==> config.mk <==
export PLATFORM = sky130hd
export DESIGN_NAME = uart_rx
export DESIGN_NICKNAME = d
export VERILOG_FILES = /design/src/rtl/uart_pkg.sv /design/src/rtl/baud_tick_gen.sv /design/src/rtl/uart_rx.sv
export SDC_FILE = /design/constraint.sdc
export NUM_CORES = 1
export LEC_CHECK = 0
export ABC_AREA = 1
export CAP_MARGIN = 15
export CORE_MARGIN = 2
export CORE_UTILIZATION = 40
export CTS_BUF_LIST = sky130_fd_sc_hd__clkbuf_16
export DETAILED_ROUTE_END_ITERATION = 7
export GPL_ROUTABILITY_DRIVEN = 0
export PLACE_DENSITY = 0.66
export REMOVE_ABC_BUFFERS = 1
export SYNTH_ARGS = -nofsm -noshare
export SYNTH_HDL_FRONTEND = slang
export SYNTH_SLANG_ARGS = --single-unit
==> constraint.sdc <==
create_clock -name clk -period 2.8 [get_ports clk]
set_input_delay 0.56 -clock clk [delete_from_list [all_inputs] [get_ports clk]]
set_output_delay 0.56 -clock clk [all_outputs]
set_load 0.01 [all_outputs]
==> src/rtl/uart_pkg.sv <==
// Shared types and constants for the UART receive path and its matching transmitter.
package uart_pkg;

  localparam int DATA_BITS = 8;

  typedef enum logic [2:0] {IDLE, START, DATA, STOP, BREAK} uart_state_t;

  // Clocks per oversample tick, truncated toward zero.
  function automatic int calc_div(input int clk_freq, input int baud, input int oversample);
    return clk_freq / (baud * oversample);
  endfunction

endpackage

==> src/rtl/baud_tick_gen.sv <==
// Free-running oversample tick: one-clk pulse every DIV clocks, never resynced to line activity.
// Latency: first tick DIV clocks after reset release; no backpressure.
module baud_tick_gen #(
  parameter int DIV = 27
) (
  input  logic clk,
  input  logic rst_n,
  output logic tick
);

  localparam int CW = (DIV > 1) ? $clog2(DIV) : 1;
  localparam logic [CW-1:0] LAST = CW'(DIV - 1);

  logic [CW-1:0] cnt;

  always_ff @(posedge clk or negedge rst_n) begin
    if (!rst_n) begin
      cnt <= '0;
    end else if (cnt == LAST) begin
      cnt <= '0;
    end else begin
      cnt <= cnt + 1'b1;
    end
  end

  assign tick = (cnt == LAST);

endmodule

==> src/rtl/uart_rx.sv <==
// 8N1 LSB-first serial receiver; ready/frame_err pulse 1 clk after the stop-bit sample tick.
// No backpressure: RxD_data holds the last good byte and is overwritten by the next one.
module uart_rx
  import uart_pkg::*;
#(
  parameter int CLK_FREQ   = 50000000,
  parameter int BAUD       = 115200,
  parameter int OVERSAMPLE = 16
) (
  input  logic                 clk,
  input  logic                 rst_n,
  input  logic                 RxD,
  output logic [DATA_BITS-1:0] RxD_data,
  output logic                 RxD_data_ready,
  output logic                 RxD_frame_err,
  output logic                 RxD_idle
);

  localparam int DIV = calc_div(CLK_FREQ, BAUD, OVERSAMPLE);
  localparam int SCW = $clog2(OVERSAMPLE);
  localparam int BW  = $clog2(DATA_BITS);
  localparam logic [SCW-1:0] S_HALF = SCW'(OVERSAMPLE / 2 - 1);
  localparam logic [SCW-1:0] S_LAST = SCW'(OVERSAMPLE - 1);
  localparam logic [BW-1:0]  B_LAST = BW'(DATA_BITS - 1);

  if (DIV < 2) begin : g_bad_div
    $error("uart_rx: CLK_FREQ/(BAUD*OVERSAMPLE) must be at least 2");
  end
  if ((OVERSAMPLE < 4) || (OVERSAMPLE % 2 != 0)) begin : g_bad_os
    $error("uart_rx: OVERSAMPLE must be even and at least 4");
  end

  logic sync1, rxs, tick;
  uart_state_t state, state_n;
  logic [SCW-1:0] scnt, scnt_n;
  logic [BW-1:0] bidx, bidx_n;
  logic [DATA_BITS-1:0] shift_reg, shift_n;
  logic load, ferr;

  baud_tick_gen #(.DIV(DIV)) u_tick (
    .clk  (clk),
    .rst_n(rst_n),
    .tick (tick)
  );

  // Line idles high, so the synchronizer resets high to avoid a false start.
  always_ff @(posedge clk or negedge rst_n) begin
    if (!rst_n) begin
      sync1 <= 1'b1;
      rxs   <= 1'b1;
    end else begin
      sync1 <= RxD;
      rxs   <= sync1;
    end
  end

  always_ff @(posedge clk or negedge rst_n) begin
    if (!rst_n) begin
      state          <= IDLE;
      scnt           <= '0;
      bidx           <= '0;
      shift_reg      <= '0;
      RxD_data       <= '0;
      RxD_data_ready <= 1'b0;
      RxD_frame_err  <= 1'b0;
    end else begin
      state          <= state_n;
      scnt           <= scnt_n;
      bidx           <= bidx_n;
      shift_reg      <= shift_n;
      RxD_data_ready <= load;
      RxD_frame_err  <= ferr;
      if (load) RxD_data <= shift_reg;
    end
  end

  always_comb begin
    state_n = state;
    scnt_n  = scnt;
    bidx_n  = bidx;
    shift_n = shift_reg;
    load    = 1'b0;
    ferr    = 1'b0;
    if (tick) begin
      case (state)
        IDLE: begin
          if (!rxs) begin
            state_n = START;
            scnt_n  = '0;
          end
        end
        START: begin
          // Mid-point recheck rejects glitches shorter than half a bit.
          if (scnt == S_HALF) begin
            scnt_n = '0;
            bidx_n = '0;
            state_n = rxs ? IDLE : DATA;
          end else begin
            scnt_n = scnt + 1'b1;
          end
        end
        DATA: begin
          if (scnt == S_LAST) begin
            scnt_n  = '0;
            shift_n = {rxs, shift_reg[DATA_BITS-1:1]};
            bidx_n  = bidx + 1'b1;
            if (bidx == B_LAST) state_n = STOP;
          end else begin
            scnt_n = scnt + 1'b1;
          end
        end
        STOP: begin
          if (scnt == S_LAST) begin
            scnt_n = '0;
            if (rxs) begin
              load    = 1'b1;
              state_n = IDLE;
            end else begin
              ferr    = 1'b1;
              state_n = BREAK;
            end
          end else begin
            scnt_n = scnt + 1'b1;
          end
        end
        BREAK: begin
          if (rxs) state_n = IDLE;
        end
        default: state_n = IDLE;
      endcase
    end
  end

  assign RxD_idle = (state == IDLE);

endmodule

==> impl_metrics.ini, run 1 <==
[floorplan]
ioPinCount = 14
coreArea_mm2 = 0.00400
initial_utilization_pct = 41.6
rows = 23
die_y_um = 68.5
die_w_um = 68.5
die_area_mm2 = 0.00469

[outcome]
status = finished, final reports clean

[sta]
min_period_ps = 2070
fin_skew_ps = 4.06
final_max_slew_viol_count = 0
setup_viol = 0
fin_crit_sh_pct = 74.1
rsz0062_at_grt = false
fin_setup_tns_ps = 0
worstMarginPinSlew_ps = 435
clock.fmax_mhz = 482
timing.final.ws_setup_ps = 727
finalHoldViolCount = 0
slew_headroom_pct = 71.0

[pwr]
p_leak_nw = 0.952
vdd_drop_max_uv = 405
p_per_area_mw_per_mm2 = 578

[routing]
wl_met2_um = 1230
wl_met3_um = 105
vias = 1161
post-route-drc-count = 0
met1Wirelength_um = 1330
drt-wirelength-per-cell_um = 11.1
drtAntennaViolNets = 0
drt_wl_total_um = 2710
first_iter_violations = 77
vias_per_cell = 4.76
routed.top_layer = met4
drt_first_pass_iters = 4

[placement]
pre_cts_ws_ps = 1020
dpl.hpwl_um = 1830
io_buffer_count = 13

[final_layout]
final_common_cell = nand2_1
fillerInstances = 390
final_cell_mix = nand2_1, dfrtp_1, inv_1, clkdlybuf4s50_1
antennaDiodeCount = 0
final_layout_size_suffix_gt1_share_pct = 16.0
synthToLayoutAreaGrowth_pct = 18.7
multi_input_area_um2 = 668
fin_nets = 201
ff_latch_area_um2 = 878

[global_routing]
antenna_found_initial = 0
grt_usage_pct = 13.3
grt_pass1_vias = 1004
grt_pass1_wl_um = 4420
grt_overflow = 0
grt_max_degree = 36

[clock_tree]
cts_setup_buffers = 0
cts_buffer_depth = 2
cts_made_buffers = 5
hold_buffers = 0
clkLatencyLatePin_ps = 280
clkTransAtPathRegs_ps = 50
cts_resized = 0
tritoncts = done
cts_max_level = 2
root_buffer = clkbuf_16
clkSinkCount = 35

[critical_path]
crit_path_max_fanout = 10
crit_chain = nor3_1 > clkdlybuf4s50_1
crit_required_ps = 2240
end_kind = output pin
critical_path_class = reg -> out
worstSetupStartpointType = register
critical_path_arrival_ps = 1510
cp_slowest_cell = clkdlybuf4s50_1
cpPeakStageDelay_ps = 550

[synth]
synthDistinctLibCells = 26
syn_avg_cell_area_um2 = 9.39
ys_seq_area_share_pct = 52.8
synth-seq-cells = 35
netlist_area_mm2 = 0.00166
yosysWarnings = 0
syn_inst = 177

[flow_run]
maxCapViolations = 0

[min_path]
hold_class = reg -> reg
## Yosys cell counts
library cell / count / area [um^2]
nand2_1: 50 / 188
dfrtp_1: 33 / 826
inv_1: 16 / 60.1
nand3_1: 12 / 60.1
nor2_1: 12 / 45.0
o21ai_0: 9 / 45.0
o21ai_2: 7 / 61.3
ha_1: 5 / 62.6
nand2_2: 5 / 31.3
buf_6: 4 / 45.0
nor3_1: 3 / 15.0
xor2_1: 3 / 26.3
dfstp_2: 2 / 52.6
nand3_2: 2 / 20.0
nand3b_1: 2 / 15.0
nor2_4: 2 / 22.5
buf_4: 1 / 7.51
inv_2: 1 / 3.75
nand2_4: 1 / 11.3
nor2_2: 1 / 6.26
nor2_8: 1 / 20.0
nor3_2: 1 / 10.0
o211ai_1: 1 / 7.51
o21a_1: 1 / 7.51
o21ai_1: 1 / 5.00
xnor2_1: 1 / 8.76
## final cells by class
type	count	area share, %
inverters	17	3.23
multi-input cells	120	33.8
well taps	50	3.17
repair buffers	14	6.97
clock inverters	3	1.96
flip-flops and latches	35	44.5
clock buffers	5	6.34
## logic make-up (layout without fill, tap and decap cells)
family / Yosys count / count (layout) / synth area share (%)
simple gates: 92 / 92 / 26.7
flops: 35 / 35 / 52.8
buf+inv: 22 / 39 / 7.00
compound gates: 19 / 19 / 7.60
fa+ha+maj: 5 / 5 / 3.76
xor+xnor: 4 / 4 / 2.11
## final timing paths
kind,start,endpoint,slack [ps],cells past startpoint
setup / recovery,state[1],RxD_idle,730,2
hold / removal,sync1,rxs,360,0
setup reg to reg,u_tick.cnt[0],shift_reg[0],1190,8
hold reg to reg,sync1,rxs,360,0
max in group asynchronous,rst_n,rxs,1750,2
min in group asynchronous,rst_n,scnt[2],700,2
## metrics by stage
| stage | util (%) | instance area (um^2) | total power [mW] | instances | hold WS (ps) |
|---|---|---|---|---|---|
| after global placement | 45.3 | 1810 | 0.546 | 236 | 347 |
| after floorplan | - | 1610 | 0.528 | 172 | 264 |
| after global routing | 49.4 | 1970 | 1.18 | 244 | 361 |
| final | 49.4 | 1970 | 1.14 | 244 | 355 |
| after detailed placement | 45.3 | 1810 | 0.546 | 236 | 349 |
| after CTS | 49.4 | 1970 | 1.16 | 244 | 357 |
## critical path, delay by kind of cell, from the launching register on
kind	cells	cell delay [ps]
buffers and inverters	1	550
DFF	1	480
and+or+nand+nor	1	200
## metal layers
| layer | track usage [%] | vias up |
|---|---|---|
| met5 | 0 | - |
| li1 | - | 592 |
| met4 | 8.25 | 0 |
| met1 | 17.3 | 547 |
| met2 | 19.1 | 17 |
| met3 | 3.95 | 5 |
## report_power, final
group	total, mW	switching (mW)	leakage (nW)	internal [mW]
clock network	0.604	0.190	0.0812	0.414
registers	0.513	0.00333	0.465	0.510
logic	0.0233	0.0160	0.405	0.00726
total	1.14	0.210	0.952	0.931
No activity file was read; power rests on OpenSTA's default activity.
==> run 2, diff against run 1 <==
Clock period 2.8 ns to 2.1 ns, I/O delays scaled along.
==> impl_metrics.ini, run 2 (synthesis gave the netlist of run 1 again) <==
[global_routing]
antenna_found_initial = 0
grt_max_degree = 36
grt_overflow = 0
grt_pass1_vias = 987
grt_usage_pct = 13.5
grt_pass1_wl_um = 4540

[routing]
vias = 1155
drt_first_pass_iters = 4
vias_per_cell = 4.73
drt-wirelength-per-cell_um = 11.1
post-route-drc-count = 0
drtAntennaViolNets = 0
first_iter_violations = 64
drt_wl_total_um = 2710

[critical_path]
crit_path_max_fanout = 10
crit_required_ps = 1680
worstSetupStartpointType = register
end_kind = output pin
critical_path_arrival_ps = 1510
critical_path_class = reg -> out

[floorplan]
ioPinCount = 14
initial_utilization_pct = 41.6
rows = 23
die_w_um = 68.5
coreArea_mm2 = 0.00400
die_area_mm2 = 0.00469
die_y_um = 68.5

[outcome]
status = finished, final reports clean

[sta]
rsz0062_at_grt = false
finalHoldViolCount = 0
setup_viol = 0
clock.fmax_mhz = 519
worstMarginPinSlew_ps = 434
min_period_ps = 1930
slew_headroom_pct = 71.1
final_max_slew_viol_count = 0
fin_setup_tns_ps = 0
fin_crit_sh_pct = 91.8
fin_skew_ps = 2.09

[final_layout]
fin_util_pct = 48.7
antennaDiodeCount = 0
final_cell_mix = nand2_1, dfrtp_1, inv_1, clkdlybuf4s50_1
fin_nets = 201
fin_area_mm2 = 0.00195
stdcell_count = 244
final_common_cell = nand2_1
final_layout_size_suffix_gt1_share_pct = 14.9
synthToLayoutAreaGrowth_pct = 17.1

[clock_tree]
cts_buffer_depth = 2
clkLatencyLatePin_ps = 280
cts_max_level = 2
clkTransAtPathRegs_ps = 50
cts_setup_buffers = 0
cts_made_buffers = 5
tritoncts = done
hold_buffers = 0
root_buffer = clkbuf_16
clkSinkCount = 35
cts_resized = 0

[flow_run]
maxCapViolations = 0

[placement]
dpl.hpwl_um = 1820
dp_cells = 236
io_buffer_count = 13
placed_area_mm2 = 0.00181

[pwr]
total_power_mw = 1.40
p_leak_nw = 0.940
vdd_drop_max_uv = 429
p_per_area_mw_per_mm2 = 719

[min_path]
hold_class = reg -> reg
-- run 2: changes by cell type in the layout (fill, tap and decap cells not counted), sizes merged --
| cell | delta |
|---|---|
| bufinv | -1 |
| inv | +1 |
-- run 2: layer usage --
| layer | vias up | routed length (um) | track usage, % | share of wire (%) |
|---|---|---|---|---|
| met2 | 22 | 1210 | 18.0 | 44 |
| met4 | 0 | 74 | 9.00 | 2.7 |
| met1 | 537 | 1330 | 19.1 | 49 |
| met5 | - | 0 | 0 | 0 |
| met3 | 8 | 109 | 3.45 | 4.0 |
| li1 | 588 | - | - | - |
-- run 2: final cells by class --
type,instances,area (um^2)
clock buffer,5,125
clock inverter,3,11.3
fill,396,2050
inverter,17,63.8
multi-input combinational,120,668
sequential,35,878
tap,50,62.6
timing repair buffer,14,138
-- run 2: worst max-delay path: stages, from the launching register on --
cell and delay [ps]:
dfrtp_1 480, nor3_1 200, clkdlybuf4s50_1 560
-- run 2: worst paths after layout --
kind / from / endpoint / slack [ps] / cells past startpoint
worst max-delay path: state[1] / RxD_idle / 170 / 2
worst min-delay path: sync1 / rxs / 360 / 0
worst max register to register: u_tick.cnt[0] / RxD_data[7] / 480 / 7
worst min register to register: sync1 / rxs / 360 / 0
max in group asynchronous: rst_n / sync1 / 1200 / 2
min in group asynchronous: rst_n / scnt[0] / 560 / 2
-- run 2: power breakdown --
| part | internal, mW | switching, mW | total [mW] |
|---|---|---|---|
| Combinational | 0.00967 | 0.0211 | 0.0308 |
| Clock | 0.426 | 0.259 | 0.685 |
| Sequential | 0.680 | 0.00450 | 0.684 |
-- run 2: metrics by stage --
step | hold slack, ps | setup WS [ps]
after floorplan | 124 | 660
after global placement | 346 | 463
after detailed placement | 354 | 448
after CTS | 361 | 164
after global routing | 363 | 78.3
final | 361 | 172
